`src/rtl/mdu_execute_if.sv`:
```
// Execute-stage hookup of the multiply/divide unit.
//   start_E   : op request valid this cycle
//   op_E      : 0 MULT, 1 MULTU, 2 DIV, 3 DIVU, 4 MTHI, 5 MTLO, 6/7 no-op
//   a_E, b_E  : rs / rt operands
//   rd_hilo_E : MFHI/MFLO currently in execute
//   hi, lo    : architectural HI/LO registers
//   busy      : multi-cycle op in flight
//   done      : one-cycle pulse when HI/LO were written by MULT/DIV
//   stall     : hold the upstream pipeline register
interface mdu_execute_if #(
    parameter int unsigned WIDTH = 32
);
    logic             start_E;
    logic [2:0]       op_E;
    logic [WIDTH-1:0] a_E;
    logic [WIDTH-1:0] b_E;
    logic             rd_hilo_E;
    logic [WIDTH-1:0] hi;
    logic [WIDTH-1:0] lo;
    logic             busy;
    logic             done;
    logic             stall;

    modport master (
        output start_E, op_E, a_E, b_E, rd_hilo_E,
        input  hi, lo, busy, done, stall
    );

    modport slave (
        input  start_E, op_E, a_E, b_E, rd_hilo_E,
        output hi, lo, busy, done, stall
    );
endinterface

```
`src/rtl/mdu_execute.sv`:
```
// Iterative multiply/divide unit owning HI/LO.
//   clk, reset : pipeline clock, asynchronous active-high reset
//   bus        : slave side of mdu_execute_if (request in, HI/LO/status out)
// MULT/MULTU use shift-add, DIV/DIVU use restoring division, both on operand
// magnitudes for WIDTH cycles; sign correction is applied in the FIX cycle.
module mdu_execute #(
    parameter int unsigned WIDTH = 32
) (
    input  logic         clk,
    input  logic         reset,
    mdu_execute_if.slave bus
);
    localparam int unsigned CNT_W = $clog2(WIDTH);
    localparam int unsigned DW    = 2 * WIDTH;

    typedef enum logic [1:0] {IDLE, CALC, FIX} state_t;

    state_t           state, state_next;
    logic [CNT_W-1:0] cnt;
    logic [DW-1:0]    acc;      // product, or {remainder, quotient/dividend}
    logic [DW-1:0]    mcand;    // shifted multiplicand
    logic [WIDTH-1:0] opb;      // multiplier or divisor magnitude
    logic [WIDTH-1:0] a_raw;    // dividend as latched, for divide-by-zero HI
    logic [WIDTH-1:0] hi_q, lo_q;
    logic             is_div, neg_q, neg_r, div_zero, done_q;

    // Operand magnitudes for the incoming request
    logic             sgn_op, start_md;
    logic [WIDTH-1:0] mag_a, mag_b;

    always_comb begin
        sgn_op   = ~bus.op_E[0];
        start_md = bus.start_E & ~bus.op_E[2];
        mag_a    = (sgn_op && bus.a_E[WIDTH-1]) ? WIDTH'(-bus.a_E) : bus.a_E;
        mag_b    = (sgn_op && bus.b_E[WIDTH-1]) ? WIDTH'(-bus.b_E) : bus.b_E;
    end

    // One iteration of each algorithm; the shifted remainder needs WIDTH+1 bits
    logic [WIDTH:0] rem_sh, rem_diff;
    logic [DW-1:0]  acc_mul_step, acc_div_step;

    always_comb begin
        rem_sh       = acc[DW-1:WIDTH-1];
        rem_diff     = rem_sh - {1'b0, opb};
        acc_div_step = (rem_sh >= {1'b0, opb}) ? {rem_diff[WIDTH-1:0], acc[WIDTH-2:0], 1'b1}
                                               : {acc[DW-2:0], 1'b0};
        acc_mul_step = acc + (opb[0] ? mcand : DW'(0));
    end

    // Final sign correction and divide-by-zero result
    logic [DW-1:0]    prod;
    logic [WIDTH-1:0] quo, rem, res_hi, res_lo;

    always_comb begin
        prod = neg_q ? DW'(-acc) : acc;
        quo  = acc[WIDTH-1:0];
        rem  = acc[DW-1:WIDTH];
        if (!is_div) begin
            res_hi = prod[DW-1:WIDTH];
            res_lo = prod[WIDTH-1:0];
        end else if (div_zero) begin
            res_hi = a_raw;
            res_lo = '1;
        end else begin
            res_hi = neg_r ? WIDTH'(-rem) : rem;
            res_lo = neg_q ? WIDTH'(-quo) : quo;
        end
    end

    // State register
    always_ff @(posedge clk or posedge reset) begin
        if (reset) state <= IDLE;
        else       state <= state_next;
    end

    // Next-state logic
    always_comb begin
        state_next = state;
        case (state)
            IDLE:    if (start_md) state_next = CALC;
            CALC:    if (cnt == CNT_W'(WIDTH - 1)) state_next = FIX;
            FIX:     state_next = IDLE;
            default: state_next = IDLE;
        endcase
    end

    // Datapath, HI/LO and done pulse
    always_ff @(posedge clk or posedge reset) begin
        if (reset) begin
            cnt      <= '0;
            acc      <= '0;
            mcand    <= '0;
            opb      <= '0;
            a_raw    <= '0;
            hi_q     <= '0;
            lo_q     <= '0;
            is_div   <= 1'b0;
            neg_q    <= 1'b0;
            neg_r    <= 1'b0;
            div_zero <= 1'b0;
            done_q   <= 1'b0;
        end else begin
            done_q <= 1'b0;
            case (state)
                IDLE: begin
                    if (start_md) begin
                        cnt      <= '0;
                        is_div   <= bus.op_E[1];
                        a_raw    <= bus.a_E;
                        opb      <= mag_b;
                        neg_q    <= sgn_op & (bus.a_E[WIDTH-1] ^ bus.b_E[WIDTH-1]);
                        neg_r    <= sgn_op & bus.a_E[WIDTH-1];
                        div_zero <= (bus.b_E == '0);
                        if (bus.op_E[1]) begin
                            acc   <= {WIDTH'(0), mag_a};
                            mcand <= '0;
                        end else begin
                            acc   <= '0;
                            mcand <= {WIDTH'(0), mag_a};
                        end
                    end else if (bus.start_E && bus.op_E == 3'd4) begin
                        hi_q <= bus.a_E;
                    end else if (bus.start_E && bus.op_E == 3'd5) begin
                        lo_q <= bus.a_E;
                    end
                end
                CALC: begin
                    cnt <= cnt + CNT_W'(1);
                    if (is_div) begin
                        acc <= acc_div_step;
                    end else begin
                        acc   <= acc_mul_step;
                        mcand <= {mcand[DW-2:0], 1'b0};
                        opb   <= {1'b0, opb[WIDTH-1:1]};
                    end
                end
                FIX: begin
                    hi_q   <= res_hi;
                    lo_q   <= res_lo;
                    done_q <= 1'b1;
                end
                default: ;
            endcase
        end
    end

    assign bus.hi    = hi_q;
    assign bus.lo    = lo_q;
    assign bus.done  = done_q;
    assign bus.busy  = (state != IDLE);
    assign bus.stall = bus.busy & (bus.start_E | bus.rd_hilo_E);
endmodule
```
`src/flat_wrapper.sv`:
```
// flat-port wrapper written by rule: the top's interface ports become plain ports
module mdu_execute_flat 
#(
    parameter int unsigned WIDTH = 32
)
  (clk, reset, bus_start_E, bus_op_E, bus_a_E, bus_b_E, bus_rd_hilo_E, bus_hi, bus_lo, bus_busy, bus_done, bus_stall);
  mdu_execute_if #(.WIDTH(WIDTH)) bus_i ();
  input  logic clk;
  input  logic reset;
  input wire logic [$bits(bus_i.start_E)-1:0] bus_start_E;
  input wire logic [$bits(bus_i.op_E)-1:0] bus_op_E;
  input wire logic [$bits(bus_i.a_E)-1:0] bus_a_E;
  input wire logic [$bits(bus_i.b_E)-1:0] bus_b_E;
  input wire logic [$bits(bus_i.rd_hilo_E)-1:0] bus_rd_hilo_E;
  output wire logic [$bits(bus_i.hi)-1:0] bus_hi;
  output wire logic [$bits(bus_i.lo)-1:0] bus_lo;
  output wire logic [$bits(bus_i.busy)-1:0] bus_busy;
  output wire logic [$bits(bus_i.done)-1:0] bus_done;
  output wire logic [$bits(bus_i.stall)-1:0] bus_stall;
  assign bus_i.start_E = bus_start_E;
  assign bus_i.op_E = bus_op_E;
  assign bus_i.a_E = bus_a_E;
  assign bus_i.b_E = bus_b_E;
  assign bus_i.rd_hilo_E = bus_rd_hilo_E;
  assign bus_hi = bus_i.hi;
  assign bus_lo = bus_i.lo;
  assign bus_busy = bus_i.busy;
  assign bus_done = bus_i.done;
  assign bus_stall = bus_i.stall;
  mdu_execute #(.WIDTH(WIDTH)) u_core (.clk(clk), .reset(reset), .bus(bus_i));
endmodule
```
`config.mk`:
```
export PLATFORM = sky130hd
export DESIGN_NAME = mdu_execute_flat
export DESIGN_NICKNAME = d
export VERILOG_FILES = /design/src/rtl/mdu_execute_if.sv /design/src/rtl/mdu_execute.sv /design/src/flat_wrapper.sv
export SDC_FILE = /design/constraint.sdc
export NUM_CORES = 1
export LEC_CHECK = 0
export CORE_ASPECT_RATIO = 1.25
export CORE_MARGIN = 3
export CORE_UTILIZATION = 60
export DETAILED_ROUTE_END_ITERATION = 10
export PLACE_DENSITY = 0.81
export SLEW_MARGIN = 10
export SYNTH_ARGS = -nofsm -noshare
export SYNTH_HDL_FRONTEND = slang
export SYNTH_SLANG_ARGS = --single-unit
```
`constraint.sdc`:
```
create_clock -name clk -period 22.7 [get_ports clk]
set_input_delay 3.405 -clock clk [delete_from_list [all_inputs] [get_ports clk]]
set_output_delay 3.405 -clock clk [all_outputs]
set_load 0.02 [all_outputs]
```
# After elaboration in Yosys (flattened, before gate mapping)
# Index checks and enable logic that the tools add are counted.
# Widths: inputs -> output; s select.
# word_totals
regBits	268
inputBits	71
elab_cells	92
# op_classes
addsub	8
magnitude_cmp	1
eq_ne	12
mux	35
bitwise_logic	8
reduce_logical	15
# op_table
operator	count
$mux 32	17
$mux 64	7
$pmux 64 s2	2
$pmux 32 s2	3
$neg 32->32	4
$add 64x64->64	1
$neg 64->64	1
$ge 33x32->1	1
$logic_not 32->1	1
$sub 32x32->32	1
$pmux 5 s2	1
$ne 2x1->1 const B	4
$eq 3x3->1 const B	2
$ne 2x2->1 const B	3
$reduce_and 2->1	3
$reduce_and 3->1	2
$reduce_bool 2->1	3
$add 5x1->5 const B	1
$eq 5x5->1 const B	1
$mux 5	1
$and 1x1->1	4
$logic_and 1x1->1	4
$mux 2	2
$pmux 2 s2	1
other kinds (8)	9

# Logic depth before layout (Yosys ltp)
# logic_depth
depth_word	6
ltp_mapped	15
mapped_depth_nobuf	14

# Worst setup path after synthesis
# No wires, ideal clock.
# synth_timing
kind	in2out
from	input port bus_start_E
to	output port bus_stall
arrival_time_ns	3.641
setup_slack_ns	15.654
path_stages	1
path_cell_list	o21a_1
# synth_via
elab_chain_len	2
# synth_lines
item	line	rtl
from (decl)	flat_wrapper.sv:10	input wire logic [$bits(bus_i.start_E)-1:0] bus_start_E;
$or 1x1->1	mdu_execute.sv:151	assign bus.stall = bus.busy & (bus.start_E | bus.rd_hilo_E);
$and 1x1->1	mdu_execute.sv:151	
to (decl)	flat_wrapper.sv:19	output wire logic [$bits(bus_i.stall)-1:0] bus_stall;
# Every way passes these cells.

# Worst setup path in the final report
# Ends and elaborated chain as after synthesis.

==> metrics.md <==
| Metric | Value |
|---|---|
| Status | `complete, no violations` |
| Worst skew pair latency | `0.59 ns` |
| Crit path required time | `19.30 ns` |
| First-pass GRT wire length | `115 mm` |
| Largest net degree at the start of global routing | `133` |
| Cell area after synthesis | `21,500 sq um` |
| Power share of the clock group | `0.120` |
| GRT overflow | `0` |
| TNS Setup | `0 ns` |
| Final setup vio count | `0` |
| R2r setup slk | `17.81 ns` |
| Final Cycle Share | `0.356` |
| Cts hold-fix bufs | `0` |
| Initial Utilization | `0.616` |
| Remaining DRCs | `0` |
| Power Density | `182 nW/um^2` |
| Postcts setup bufs | `0` |
| Synth unique cells | `78` |
| Psw | `2190 uW` |
| Unrepaired setup endpoints after global routing | `no` |
| Seq/Total Area, Yosys | `0.312` |
| Pins Over Slew Limit | `0` |
| Worst-path cell chain | `clkdlybuf4s50_1 > o21a_1 > clkdlybuf4s50_1` |
| Nature of the critical path endpoint | `primary output` |
| IO buf count | `137` |
| TritonCTS buffer count | `30` |
| Die ar. | `38,100 sq um` |
| CP Class | `in2out` |
| CP top delay family | `buffers and inverters` |
| Io pins | `138` |
| Most used DFF post-synth | `dfrtp_1` |
| Actual slew at the worst max-slew pin | `1.14 ns` |
| Final Worst Setup Slack | `14.63 ns` |
| Commonest cells after routing, fill and taps aside | `nand2_1 (348), dfrtp_1 (266), o21ai_0 (254)` |
| Internal power | `2190 uW` |
| Worst hold slack | `0.479 ns` |
| Synth area leaders | `dfrtp_1 (31%), nand2_1 (6.1%), o21ai_0 (5.9%)` |
| Post-cts gate resize count | `0` |
| Clk_skew | `0.0229 ns` |
| Detailed Route WL | `73.6 mm` |
| Post-Synthesis Cells | `2,709` |
| Yosys top cell area share | `0.312` |
| Final HPWL DP | `53.9 mm` |
| Syn avg cell area | `7.93 sq um` |
| Layout area overhead | `12.0%` |
| Data arrival time of the worst path | `4.67 ns` |
| Vias | `21,621` |
| Initial DRC count | `2,040` |
| Maximum vdd drop | `0.167 mV` |
| TritonCTS clock tree | `done` |
| Post-synth EDFFs | `0` |
| WL/cell | `23.0 um` |
| Period minus WS final | `8.08 ns` |
| Clock root buffer | `clkbuf_16` |
| # rows | `76` |
| H-tree depth | `1` |
| Diodes inserted | `0` |
| Share of cells above drive strength 1 | `0.0476` |
| Commonest non-fill, non-tap cell in the layout | `nand2_1` |
| Worst slack at placement | `14.62 ns` |
| Async set-or-reset flop fraction in the synthesized netlist | `1.00` |
| Max-cap violations | `0` |
| Fin cells | `3,199` |
| Worst Hold Class | `reg2reg` |
| Die Width | `175 um` |
| Max frequency | `124 MHz` |
| Worst slew margin | `0.222` |
| Final GP Congestion | `0.988` |
| Post-Syn Nets | `2,883` |
| Clk sink count | `268` |
| Clk slew on worst S/H paths | `0.06 ns` |
| Final ANT Viol Nets | `0` |
| Core ar. | `34,900 sq um` |
| GRT Overall Usage | `0.378` |
| Placed Cells | `3,146` |
| DRT Pass-1 Iters | `8` |
| Max clock buf depth | `3` |
| Final Hold Fails | `0` |
| Worst-path maximum fanout | `4` |
| Largest area contributor in the netlist | `dfrtp_1` |
| Flop pwr share | `0.233` |
| Chip Height | `218 um` |
| Static leakage | `0.0101 uW` |
| Critical Path Max Stage Delay | `0.60 ns` |
| Initial antenna violation count | `1` |
| Flops & latches, synth | `268` |
| Crit path top cell by count | `clkdlybuf4s50_1` |
| Buf+Inv Stages, Crit Path | `2` |
| Slowest stage cell, crit path | `clkdlybuf4s50_1` |
| Fin nets | `2,884` |
| Number of global-route vias before repair | `21,052` |
| Crit start category | `input port` |
| Synthesis warning total | `0` |
| Drt via density | `6.76` |
| Switch share | `0.500` |
| Logic pwr share | `0.647` |
[synth_stat cells (all sizes together) (27+ instances only)]
master,instances
o31ai,33
nand3,43
inv,74
xnor2,138
o211ai,56
or3,30
nand4,28
xor2,83
dfrtp,268
ha,101
nor3,30
nor2,198
a22o,37
a221oi,69
o21ai,259
clkbuf,189
a21o,45
o22ai,47
a21oi,196
and2,74
nand2,350
nand2b,27
mux2i,50
[cell families (layout without fill, tap and decap cells)]
kind of cell	Yosys count	count (layout)	share of synthesized area
AO/OA/AOI/OAI	886	886	0.263
XOR/XNOR	221	221	0.0901
adder cells (fa/ha/maj)	103	103	0.0607
buffers and inverters	282	304	0.0497
flip-flops	268	268	0.312
multiplexers	55	55	0.0259
AND/OR/NAND/NOR	894	894	0.198
[flip-flops by register name, indices dropped and copies added (netlist names)]
signal / flops
u_core.div_zero: 1
u_core.acc: 64
u_core.bus.done: 1
u_core.neg_q: 1
u_core.bus.lo: 32
u_core.neg_r: 1
u_core.bus.hi: 32
u_core.state: 2
u_core.is_div: 1
u_core.cnt: 5
u_core.opb: 32
u_core.a_raw: 32
u_core.mcand: 64
[per-stage QoR]
stage	total power [uW]	instance area, sq um	util
2_1_floorplan	2960	21500	-
3_3_place_gp	3710	23000	0.659
3_5_place_dp	3780	23000	0.659
4_1_cts	4320	24100	0.689
5_1_grt	4700	24100	0.689
6_report	4380	24100	0.689
[cell type report]
cell class / count / area, sq um
Tap cell: 468 / 586
Multi-Input combinational cell: 2159 / 13700
Clock buffer: 38 / 842
Timing Repair Buffer: 177 / 1670
Inverter: 74 / 285
Fill cell: 2923 / 10800
Sequential cell: 268 / 6710
Clock inverter: 15 / 211
[worst register-to-register path, delay by kind of cell, from the launching register on]
kind | cells | cell delay, ns
simple gates | 1 | 0.14
fa+ha+maj | 2 | 0.67
flops | 1 | 0.33
buf+inv | 3 | 0.73
compound gates | 8 | 2.53
mux | 1 | 0.38
[path summary, 6_finish.rpt]
| kind | startpoint | end | cells past startpoint |
|---|---|---|---|
| worst max-delay path | bus_start_E | bus_stall | 3 |
| worst min-delay path | u_core.bus.lo[26] | u_core.bus.lo[26] | 2 |
| worst max register to register | u_core.opb[0] | u_core.acc[62] | 15 |
| worst min register to register | u_core.bus.lo[26] | u_core.bus.lo[26] | 2 |
| max in group asynchronous | reset | u_core.is_div | 3 |
| min in group asynchronous | reset | u_core.bus.hi[26] | 2 |
[layer usage]
layer | global-route usage | vias to the layer above | share of wire
met5 | 0 | - | 0.00027
met4 | 0.262 | 2 | 0.081
met3 | 0.0603 | 324 | 0.088
met2 | 0.623 | 1172 | 0.46
met1 | 0.454 | 10323 | 0.37
li1 | - | 9800 | -
[power groups by stage]
stage	Sequential, uW	Clock [uW]	Combinational [uW]
global placement	997	0	2720
global route	1040	547	3120
finish	1020	526	2840
floorplan	942	0	2020
CTS	1000	528	2790
detailed placement	1010	0	2770
Power figures use the tool's default switching activity.
